`src/rtl/seg_pwr_seq.sv`:
```
// Power-up / enable sequencer for the Segway datapath: sensor init, settle, gyro cal,
// then controller enable ahead of motor PWM, with fault shutdown and rider re-arm.
module seg_pwr_seq #(
    parameter int unsigned INIT_TMO   = 65536,
    parameter int unsigned SETTLE_CYC = 1024,
    parameter int unsigned FAULT_HOLD = 256
) (
    input  logic       clk,
    input  logic       rst_n,
    input  logic       pwr_up,
    input  logic       ovr_I,
    input  logic       batt_low,
    input  logic       sns_done,
    input  logic       cal_done,
    output logic       sns_init_req,
    output logic       cal_req,
    output logic       ctrl_en,
    output logic       pwm_en,
    output logic [2:0] state_o,
    output logic [1:0] fault_code
);

    localparam int unsigned MAX_AB = (INIT_TMO > SETTLE_CYC) ? INIT_TMO : SETTLE_CYC;
    localparam int unsigned MAX_P  = (MAX_AB > FAULT_HOLD) ? MAX_AB : FAULT_HOLD;
    localparam int unsigned CW     = $clog2(MAX_P) + 1;

    localparam logic [CW-1:0] TMO_LAST    = CW'(INIT_TMO - 1);
    localparam logic [CW-1:0] SETTLE_LAST = CW'(SETTLE_CYC - 1);
    localparam logic [CW-1:0] HOLD_LAST   = CW'(FAULT_HOLD - 1);
    localparam logic [CW-1:0] CNT_MAX     = '1;

    localparam logic [1:0] FC_NONE = 2'b00;
    localparam logic [1:0] FC_OVR  = 2'b01;
    localparam logic [1:0] FC_BATT = 2'b10;
    localparam logic [1:0] FC_TMO  = 2'b11;

    typedef enum logic [2:0] {
        ST_IDLE     = 3'b000,
        ST_SNS_INIT = 3'b001,
        ST_SETTLE   = 3'b010,
        ST_CAL      = 3'b011,
        ST_RUN      = 3'b100,
        ST_STOP     = 3'b101,
        ST_FAULT    = 3'b110
    } state_t;

    state_t        state_q, state_d;
    logic [CW-1:0] cnt_q, cnt_d;
    logic [1:0]    code_q, code_d;
    logic          sns_init_req_q, sns_init_req_d;
    logic          cal_req_q, cal_req_d;
    logic          ctrl_en_q, ctrl_en_d;
    logic          pwm_en_q, pwm_en_d;

    always_comb begin
        state_d = state_q;
        code_d  = code_q;

        unique case (state_q)
            ST_IDLE: begin
                if (pwr_up && !ovr_I && !batt_low) begin
                    state_d = ST_SNS_INIT;
                end
            end
            ST_SNS_INIT: begin
                if (sns_done) begin
                    state_d = ST_SETTLE;
                end else if (cnt_q == TMO_LAST) begin
                    state_d = ST_FAULT;
                    code_d  = FC_TMO;
                end
            end
            ST_SETTLE: begin
                if (cnt_q == SETTLE_LAST) begin
                    state_d = ST_CAL;
                end
            end
            ST_CAL: begin
                if (cal_done) begin
                    state_d = ST_RUN;
                end else if (cnt_q == TMO_LAST) begin
                    state_d = ST_FAULT;
                    code_d  = FC_TMO;
                end
            end
            ST_RUN: begin
                if (!pwr_up) begin
                    state_d = ST_STOP;
                end
            end
            ST_STOP: begin
                state_d = ST_IDLE;
            end
            ST_FAULT: begin
                if ((cnt_q >= HOLD_LAST) && !pwr_up && !ovr_I && !batt_low) begin
                    state_d = ST_IDLE;
                end
            end
            default: begin
                state_d = ST_IDLE;
            end
        endcase

        // Live faults override every normal transition, including a timeout in the same cycle.
        if ((state_q != ST_IDLE) && (state_q != ST_FAULT) && (ovr_I || batt_low)) begin
            state_d = ST_FAULT;
            code_d  = ovr_I ? FC_OVR : FC_BATT;
        end

        if ((state_q == ST_IDLE) && (state_d == ST_SNS_INIT)) begin
            code_d = FC_NONE;
        end
    end

    // Saturating so a long FAULT dwell can never wrap back below the hold threshold.
    always_comb begin
        cnt_d = '0;
        if (state_d == state_q) begin
            cnt_d = (cnt_q == CNT_MAX) ? cnt_q : cnt_q + CW'(1);
        end
    end

    always_comb begin
        sns_init_req_d = (state_d == ST_SNS_INIT);
        cal_req_d      = (state_d == ST_CAL) && (state_q != ST_CAL);
        ctrl_en_d      = (state_d == ST_RUN) || (state_d == ST_STOP);
        pwm_en_d       = (state_d == ST_RUN) && (state_q == ST_RUN);
    end

    always_ff @(posedge clk or negedge rst_n) begin
        if (!rst_n) begin
            state_q        <= ST_IDLE;
            cnt_q          <= '0;
            code_q         <= FC_NONE;
            sns_init_req_q <= 1'b0;
            cal_req_q      <= 1'b0;
            ctrl_en_q      <= 1'b0;
            pwm_en_q       <= 1'b0;
        end else begin
            state_q        <= state_d;
            cnt_q          <= cnt_d;
            code_q         <= code_d;
            sns_init_req_q <= sns_init_req_d;
            cal_req_q      <= cal_req_d;
            ctrl_en_q      <= ctrl_en_d;
            pwm_en_q       <= pwm_en_d;
        end
    end

    assign sns_init_req = sns_init_req_q;
    assign cal_req      = cal_req_q;
    assign ctrl_en      = ctrl_en_q;
    assign pwm_en       = pwm_en_q;
    assign state_o      = state_q;
    assign fault_code   = code_q;

endmodule

```
`config.mk`:
```
export PLATFORM = sky130hd
export DESIGN_NAME = seg_pwr_seq
export DESIGN_NICKNAME = d
export VERILOG_FILES = /design/src/rtl/seg_pwr_seq.sv
export SDC_FILE = /design/constraint.sdc
export NUM_CORES = 1
export LEC_CHECK = 0
export ABC_AREA = 1
export BUFFER_PORTS_ARGS = -buffer_cell sky130_fd_sc_hd__clkbuf_2
export CORE_MARGIN = 2
export CORE_UTILIZATION = 35
export CTS_CLUSTER_SIZE = 14
export DETAILED_ROUTE_END_ITERATION = 8
export PLACE_DENSITY = 0.56
export SLEW_MARGIN = 20
export SYNTH_ARGS = -nofsm -noshare
export SYNTH_HDL_FRONTEND = slang
export SYNTH_SLANG_ARGS = --single-unit
export TNS_END_PERCENT = 100
```
`constraint.sdc`:
```
create_clock -name clk -period 6.29 [get_ports clk]
set_input_delay 0.9435 -clock clk [delete_from_list [all_inputs] [get_ports clk]]
set_output_delay 0.9435 -clock clk [all_outputs]
set_load 0.005 [all_outputs]
```
==> reports/metrics.csv, run 1 <==
metric;value;unit
status;completed;
clk slew on worst S/H paths;90;ps
Worst Setup SP;cnt_q[0]$_DFFE_PN0P_;
Final Power;534.1;µW
Inserted Diodes;0;
crit path kind;reg2reg;
Clock Skews;1.485;ps
switch share;0.4063;
residual DRC count;0;
YS warnings;0;
FP Rows;23;
register area share after synthesis;0.4315;
Comb pwr share;0.403;
RSZ-0062 raised after global routing;no;
DR vias;1226;
Port Buffers;15;
critical path capture point;cnt_q[14]$_DFFE_PN0P_;
initial antenna violation count;0;
routed wire length;2.990;mm
Clk network pwr share;0.201;
postcts setup bufs;0;
clk buf depth;2;
max cap viols;0;
Worst IR Drop VDD;0.1851;mV
CTS tree;built;
Ports;16;
number of distinct library cells after synthesis;26;
Mapped Area;1508;µm²
post_cts resized;0;
P_int;317.1;µW
die width;69.64;µm
CTS Sinks;26;
pwr dens;317.1;nW/µm²
synthesized area per cell;7.894;µm²
Worst Hold Class;reg2reg;
sequential share of power;0.397;
fin. max-slew vios;0;
fmax;0.3601;GHz
Final Wtd Congestion;0.8087;
LEAKAGE;0.0008326;µW
Slew @ Worst Pin;635.2;ps
DRT iter0 DRCs;51;
Root Driver;clkbuf_8;
syn nets;201;
final period utilization;0.4415;
Fin. Hold Viols;0;
die footprint;4849;µm²
Finish-stage setup viols;0;
Die Ht;69.64;µm
Net Switching;217.0;µW
starting density of the core;0.3690;
Avg WL per Cell;11.59;µm
Crit Path Max Fanout;17;
worst r2r path cells;15;
P&R area growth vs syn;11.70;%
clk_lat worst skew;270;ps
largest net degree at the start of global routing;27;
grt ovf;0;
worst reg2reg path startpoint;cnt_q[0]$_DFFE_PN0P_;
first-pass GRT wire length;5.064;mm
layout cells sized above 1;0.1442;
Syn Inst Count;191;
hpwl dp;2.311;mm
worst path arrival time;2980;ps
crit path time final;2777;ps
final-stage net count;219;
Hold Crit Start;fault_code[0]$_DFFE_PN0P_;
Global Route Usage Sum;0.1274;
reg-to-reg endpoint;cnt_q[14]$_DFFE_PN0P_;
CTS Buf Count;3;
hold buffers post-CTS;0;
Required @ worst endpoint;6490;ps
DRT Pass-1 Iters;4;
reg-to-reg setup timing slack;3510;ps
vias in the first global route;1100;
CP Capture Type;flop;
core area;4086;µm²
antenna-violating nets left;0;
startpoint types;flop;
Relative slew margins;0.5765;
Setup TNS;0;ps
H-tree levels;1;
FF+latch count, synth;26;
Via density;4.752;
## routing by layer
metal  global-route usage  up-vias  part of all wire
met5                    0        -                 0
met4              0.04487        0            0.0090
met3              0.02035        2             0.037
met2               0.1848       25              0.43
met1               0.1909      556              0.52
li1                     -      643                 -
## synth_stat cells
cell,n,share of area
buf_2,1,0.0033
a21oi_1,2,0.0066
mux2i_1,1,0.0066
dfrtp_1,26,0.43
nor3_1,3,0.010
nor3b_1,3,0.015
nand3_2,3,0.020
and2_1,1,0.0042
nor4_1,2,0.0083
ha_1,3,0.025
xor2_1,11,0.064
nor2_2,3,0.012
nand2_1,29,0.072
nand3_4,1,0.012
nand2_2,1,0.0042
nand3_1,17,0.056
inv_2,1,0.0025
nand4_1,6,0.025
nor3_2,2,0.013
o22ai_1,1,0.0042
inv_1,25,0.062
xnor2_1,3,0.017
o21ai_0,5,0.017
o21ai_1,1,0.0033
buf_6,1,0.0075
nor2_1,39,0.097
## placed cells by master (no fill, tap or decap), drive strengths merged
cell,instances
nor3,5
o22ai,1
nor3b,3
nand3,21
ha,3
nand2,30
nand4,6
nor2,42
nor4,2
dfrtp,26
xnor2,3
and2,1
a21oi,2
xor2,11
mux2i,1
o21ai,6
clkbuf,19
inv,26
## power groups by stage
stage	combinational, µW	clock (µW)	sequential, µW
final	215	107	212
after global routing	244	119	216
after CTS	220	113	212
after detailed placement	219	0	215
after global placement	217	0	214
after floorplan	174	0	213
## per-stage QoR
stage	area (µm²)	instances	setup WS, ps	utilization	hold slack [ps]
3_5_place_dp	1629	254	3522	0.3987	507.0
2_1_floorplan	1508	191	3868	-	513.1
6_report	1684	258	3513	0.4121	519.6
4_1_cts	1684	258	3492	0.4121	521.6
3_3_place_gp	1629	254	3641	0.3987	507.4
5_1_grt	1684	258	3123	0.4121	547.0
## how the worst min path moves through the flow
stage                                endpoint  slack, ps  depth (start not counted)
global route        fault_code[1]$_DFFE_PN0P_        550                          2
floorplan           fault_code[0]$_DFFE_PN0P_        510                          2
CTS                 fault_code[1]$_DFFE_PN0P_        520                          2
detailed placement  fault_code[1]$_DFFE_PN0P_        510                          2
finish              fault_code[0]$_DFFE_PN0P_        520                          2
global placement    fault_code[1]$_DFFE_PN0P_        510                          2
## area by class of cell
type                    instances  area, µm²
multi-input cells             137      743.2
flip-flops and latches         26      650.6
inverters                      26      97.59
fillers                       444       2402
repair buffers                 15      75.07
well taps                      50      62.56
clock buffers                   4      55.05
## registers in the layout, indices dropped and copies added, names as in the netlist
register / cells
state_o: 3
pwm_en: 1
fault_code: 2
cal_req: 1
cnt_q: 17
sns_init_req: 1
ctrl_en: 1
## cell families (layout without fill, tap and decap cells)
group,Yosys count,in the layout,synth area share
buf+inv,28,45,0.07551
compound gates,9,9,0.03070
simple gates,110,110,0.3494
flops,26,26,0.4315
fa+ha+maj,3,3,0.02490
xor+xnor,14,14,0.08133
mux,1,1,0.006639
## critical path, cell delays in order (launching register included)
cell,delay (ps)
dfrtp_1,390
ha_1,200
nand2_1,100
nor3_1,270
nand4_1,170
nor4_1,340
ha_1,270
inv_1,60
nand2_1,80
nor3b_1,170
nor2_1,90
nand3_2,80
nand2_1,60
nand2_1,90
nand3_4,180
nor2_1,150
No activity file was read; power rests on OpenSTA's default activity.
==> inputs of run 2 (changes only) <==
--- a/config.mk
+++ b/config.mk
@@ -11,7 +11,7 @@
 export CORE_UTILIZATION = 35
 export CTS_CLUSTER_SIZE = 14
 export DETAILED_ROUTE_END_ITERATION = 8
-export PLACE_DENSITY = 0.56
+export PLACE_DENSITY = 0.58
 export SLEW_MARGIN = 20
 export SYNTH_ARGS = -nofsm -noshare
 export SYNTH_HDL_FRONTEND = slang
==> constraint.sdc (replaced) <==
create_clock -name clk -period 2.51 [get_ports clk]
set_input_delay 0.3765 -clock clk [delete_from_list [all_inputs] [get_ports clk]]
set_output_delay 0.3765 -clock clk [all_outputs]
set_load 0.005 [all_outputs]
==> run 2 against run 1 <==
Global-route usage grew 2.6 points. Highest routed layer unchanged. Core utilization is 6.8 points higher. Clock power grew 120%. Total power increased to 3.0 times the previous value. Combinational power increased to 3.9 times the previous value. Clock skew is essentially flat. Critical path depth shrank 1. Maximum frequency rose by 15%. Sequential share of layout area down 5.5 points. Register-to-register slack got worse by 3400 ps. Worst hold slack got worse by 400 ps. Non-clock buffer count rose by 20.
==> reports/metrics.csv, run 2 (synthesis results as in run 1) <==
metric;value;unit
status;completed;
Multi-input gate area;884.6;µm²
Post-Layout Cell Count;279;
Inserted Diodes;0;
DR vias;1366;
RSZ-0062 raised after global routing;yes;
Finish-stage setup viols;0;
die footprint;4849;µm²
fin. max-slew vios;0;
Crit Path Max Fanout;8;
worst path arrival time;2620;ps
DRT iter0 DRCs;72;
worst path bufs/invs;1;
startpoint types;flop;
final-stage net count;241;
core area;4086;µm²
Via density;4.896;
Fin Hold WS;123.2;ps
Worst Hold Class;in2async;
Relative slew margins;0.5587;
Avg WL per Cell;12.95;µm
Worst IR Drop VDD;0.3770;mV
Cells after DPL;269;
pwr dens;821.7;nW/µm²
layout cells sized above 1;0.3144;
CP Capture Type;flop;
max reg flops;17;
max incr delay on CP;420;ps
routed wire length;3.612;mm
FP Rows;23;
slowest stage cell, crit path;dfrtp_1;
die width;69.64;µm
most frequent cells in the layout;32 x nor2_1, 26 x dfrtp_1, 24 x inv_1;
Global Route Usage Sum;0.1535;
Setup TNS;0;ps
crit-path cells;nand3_2, nor3_4, nand4_1, nor4_4, ha_2, buf_4, nor3_1, nor2_1, nor3_2, nand3_2, nand2_2, nand2_4, nand3_4, nor2_1;
hold buffers post-CTS;0;
antenna-violating nets left;0;
DRT Pass-1 Iters;4;
max cap viols;0;
starting density of the core;0.3690;
Port Buffers;15;
first-pass GRT wire length;5.975;mm
largest net degree at the start of global routing;27;
Die Ht;69.64;µm
H-tree levels;1;
crit path kind;reg2reg;
vias in the first global route;1258;
clk_lat worst skew;270;ps
Root Driver;clkbuf_8;
clk buf depth;2;
residual DRC count;0;
final period utilization;0.9622;
Clock Skews;1.686;ps
register area;650.6;µm²
P&R area growth vs syn;30.12;%
Slew @ Worst Pin;662.0;ps
fmax;0.4140;GHz
most common cell after layout, fill and taps aside;nor2_1;
initial antenna violation count;0;
grt ovf;0;
Fin. Hold Viols;0;
CTS tree;built;
clk slew on worst S/H paths;80;ps
Final Wtd Congestion;0.8252;
Required @ worst endpoint;2710;ps
CTS Buf Count;3;
# fillers;410;
Core Util, Final;0.4801;
Top delay family on crit path;simple AND/OR/NAND/NOR gates;
hpwl dp;2.402;mm
largest register by flop count;cnt_q;
CTS Sinks;26;
Ports;16;
crit path time final;2415;ps
LEAKAGE;0.0009897;µW
run 2: final timing paths:
| kind | from | end | slack (ps) | depth (start not counted) |
|---|---|---|---|---|
| hold / removal | rst_n | cnt_q[1]$_DFFE_PN0P_ | 120 | 1 |
| setup reg to reg | cnt_q[6]$_DFFE_PN0P_ | cnt_q[11]$_DFFE_PN0P_ | 90 | 14 |
| max in group asynchronous | rst_n | cnt_q[5]$_DFFE_PN0P_ | 1970 | 1 |
| setup / recovery | cnt_q[6]$_DFFE_PN0P_ | cnt_q[11]$_DFFE_PN0P_ | 90 | 14 |
| min in group clk | ovr_I | fault_code[0]$_DFFE_PN0P_ | 430 | 3 |
| hold reg to reg | fault_code[1]$_DFFE_PN0P_ | fault_code[1]$_DFFE_PN0P_ | 520 | 2 |
run 2: per-stage QoR:
| stage | cell area [µm²] | total power, µW | worst slack (ps) |
|---|---|---|---|
| floorplan | 1508 | 970.0 | 87.66 |
| global placement | 1742 | 1128 | -44.27 |
| detailed placement | 1742 | 1133 | -150.0 |
| CTS | 1882 | 1560 | -21.99 |
| global route | 1962 | 1732 | -101.1 |
| finish | 1962 | 1612 | 94.83 |
run 2: timing repair:
| item | in CTS | in global routing |
|---|---|---|
| cloned | 2 | 0 |
| pin swaps | 15 | 7 |
| setup endpoints to repair | 18 | 21 |
| setup buffers | 1 | 4 |
| resized for setup | 20 | 11 |
run 2: cell type report:
class | instances | share of cell area
Sequential cell | 26 | 0.3316
Clock buffer | 3 | 0.02105
Tap cell | 50 | 0.03189
Inverter | 26 | 0.04974
Timing Repair Buffer | 35 | 0.1148
Multi-Input combinational cell | 139 | 0.4509
run 2: power by group:
part	internal, µW	switching [µW]	total (µW)
Combinational	308	535	842
Clock	108	127	235
Sequential	478	56.8	535
run 2: layer usage:
layer	share of wire	GRT usage	vias up
li1	-	-	692
met1	0.46	0.2144	639
met2	0.48	0.2415	31
met3	0.046	0.03052	4
met4	0.013	0.04487	0
met5	0	0	-
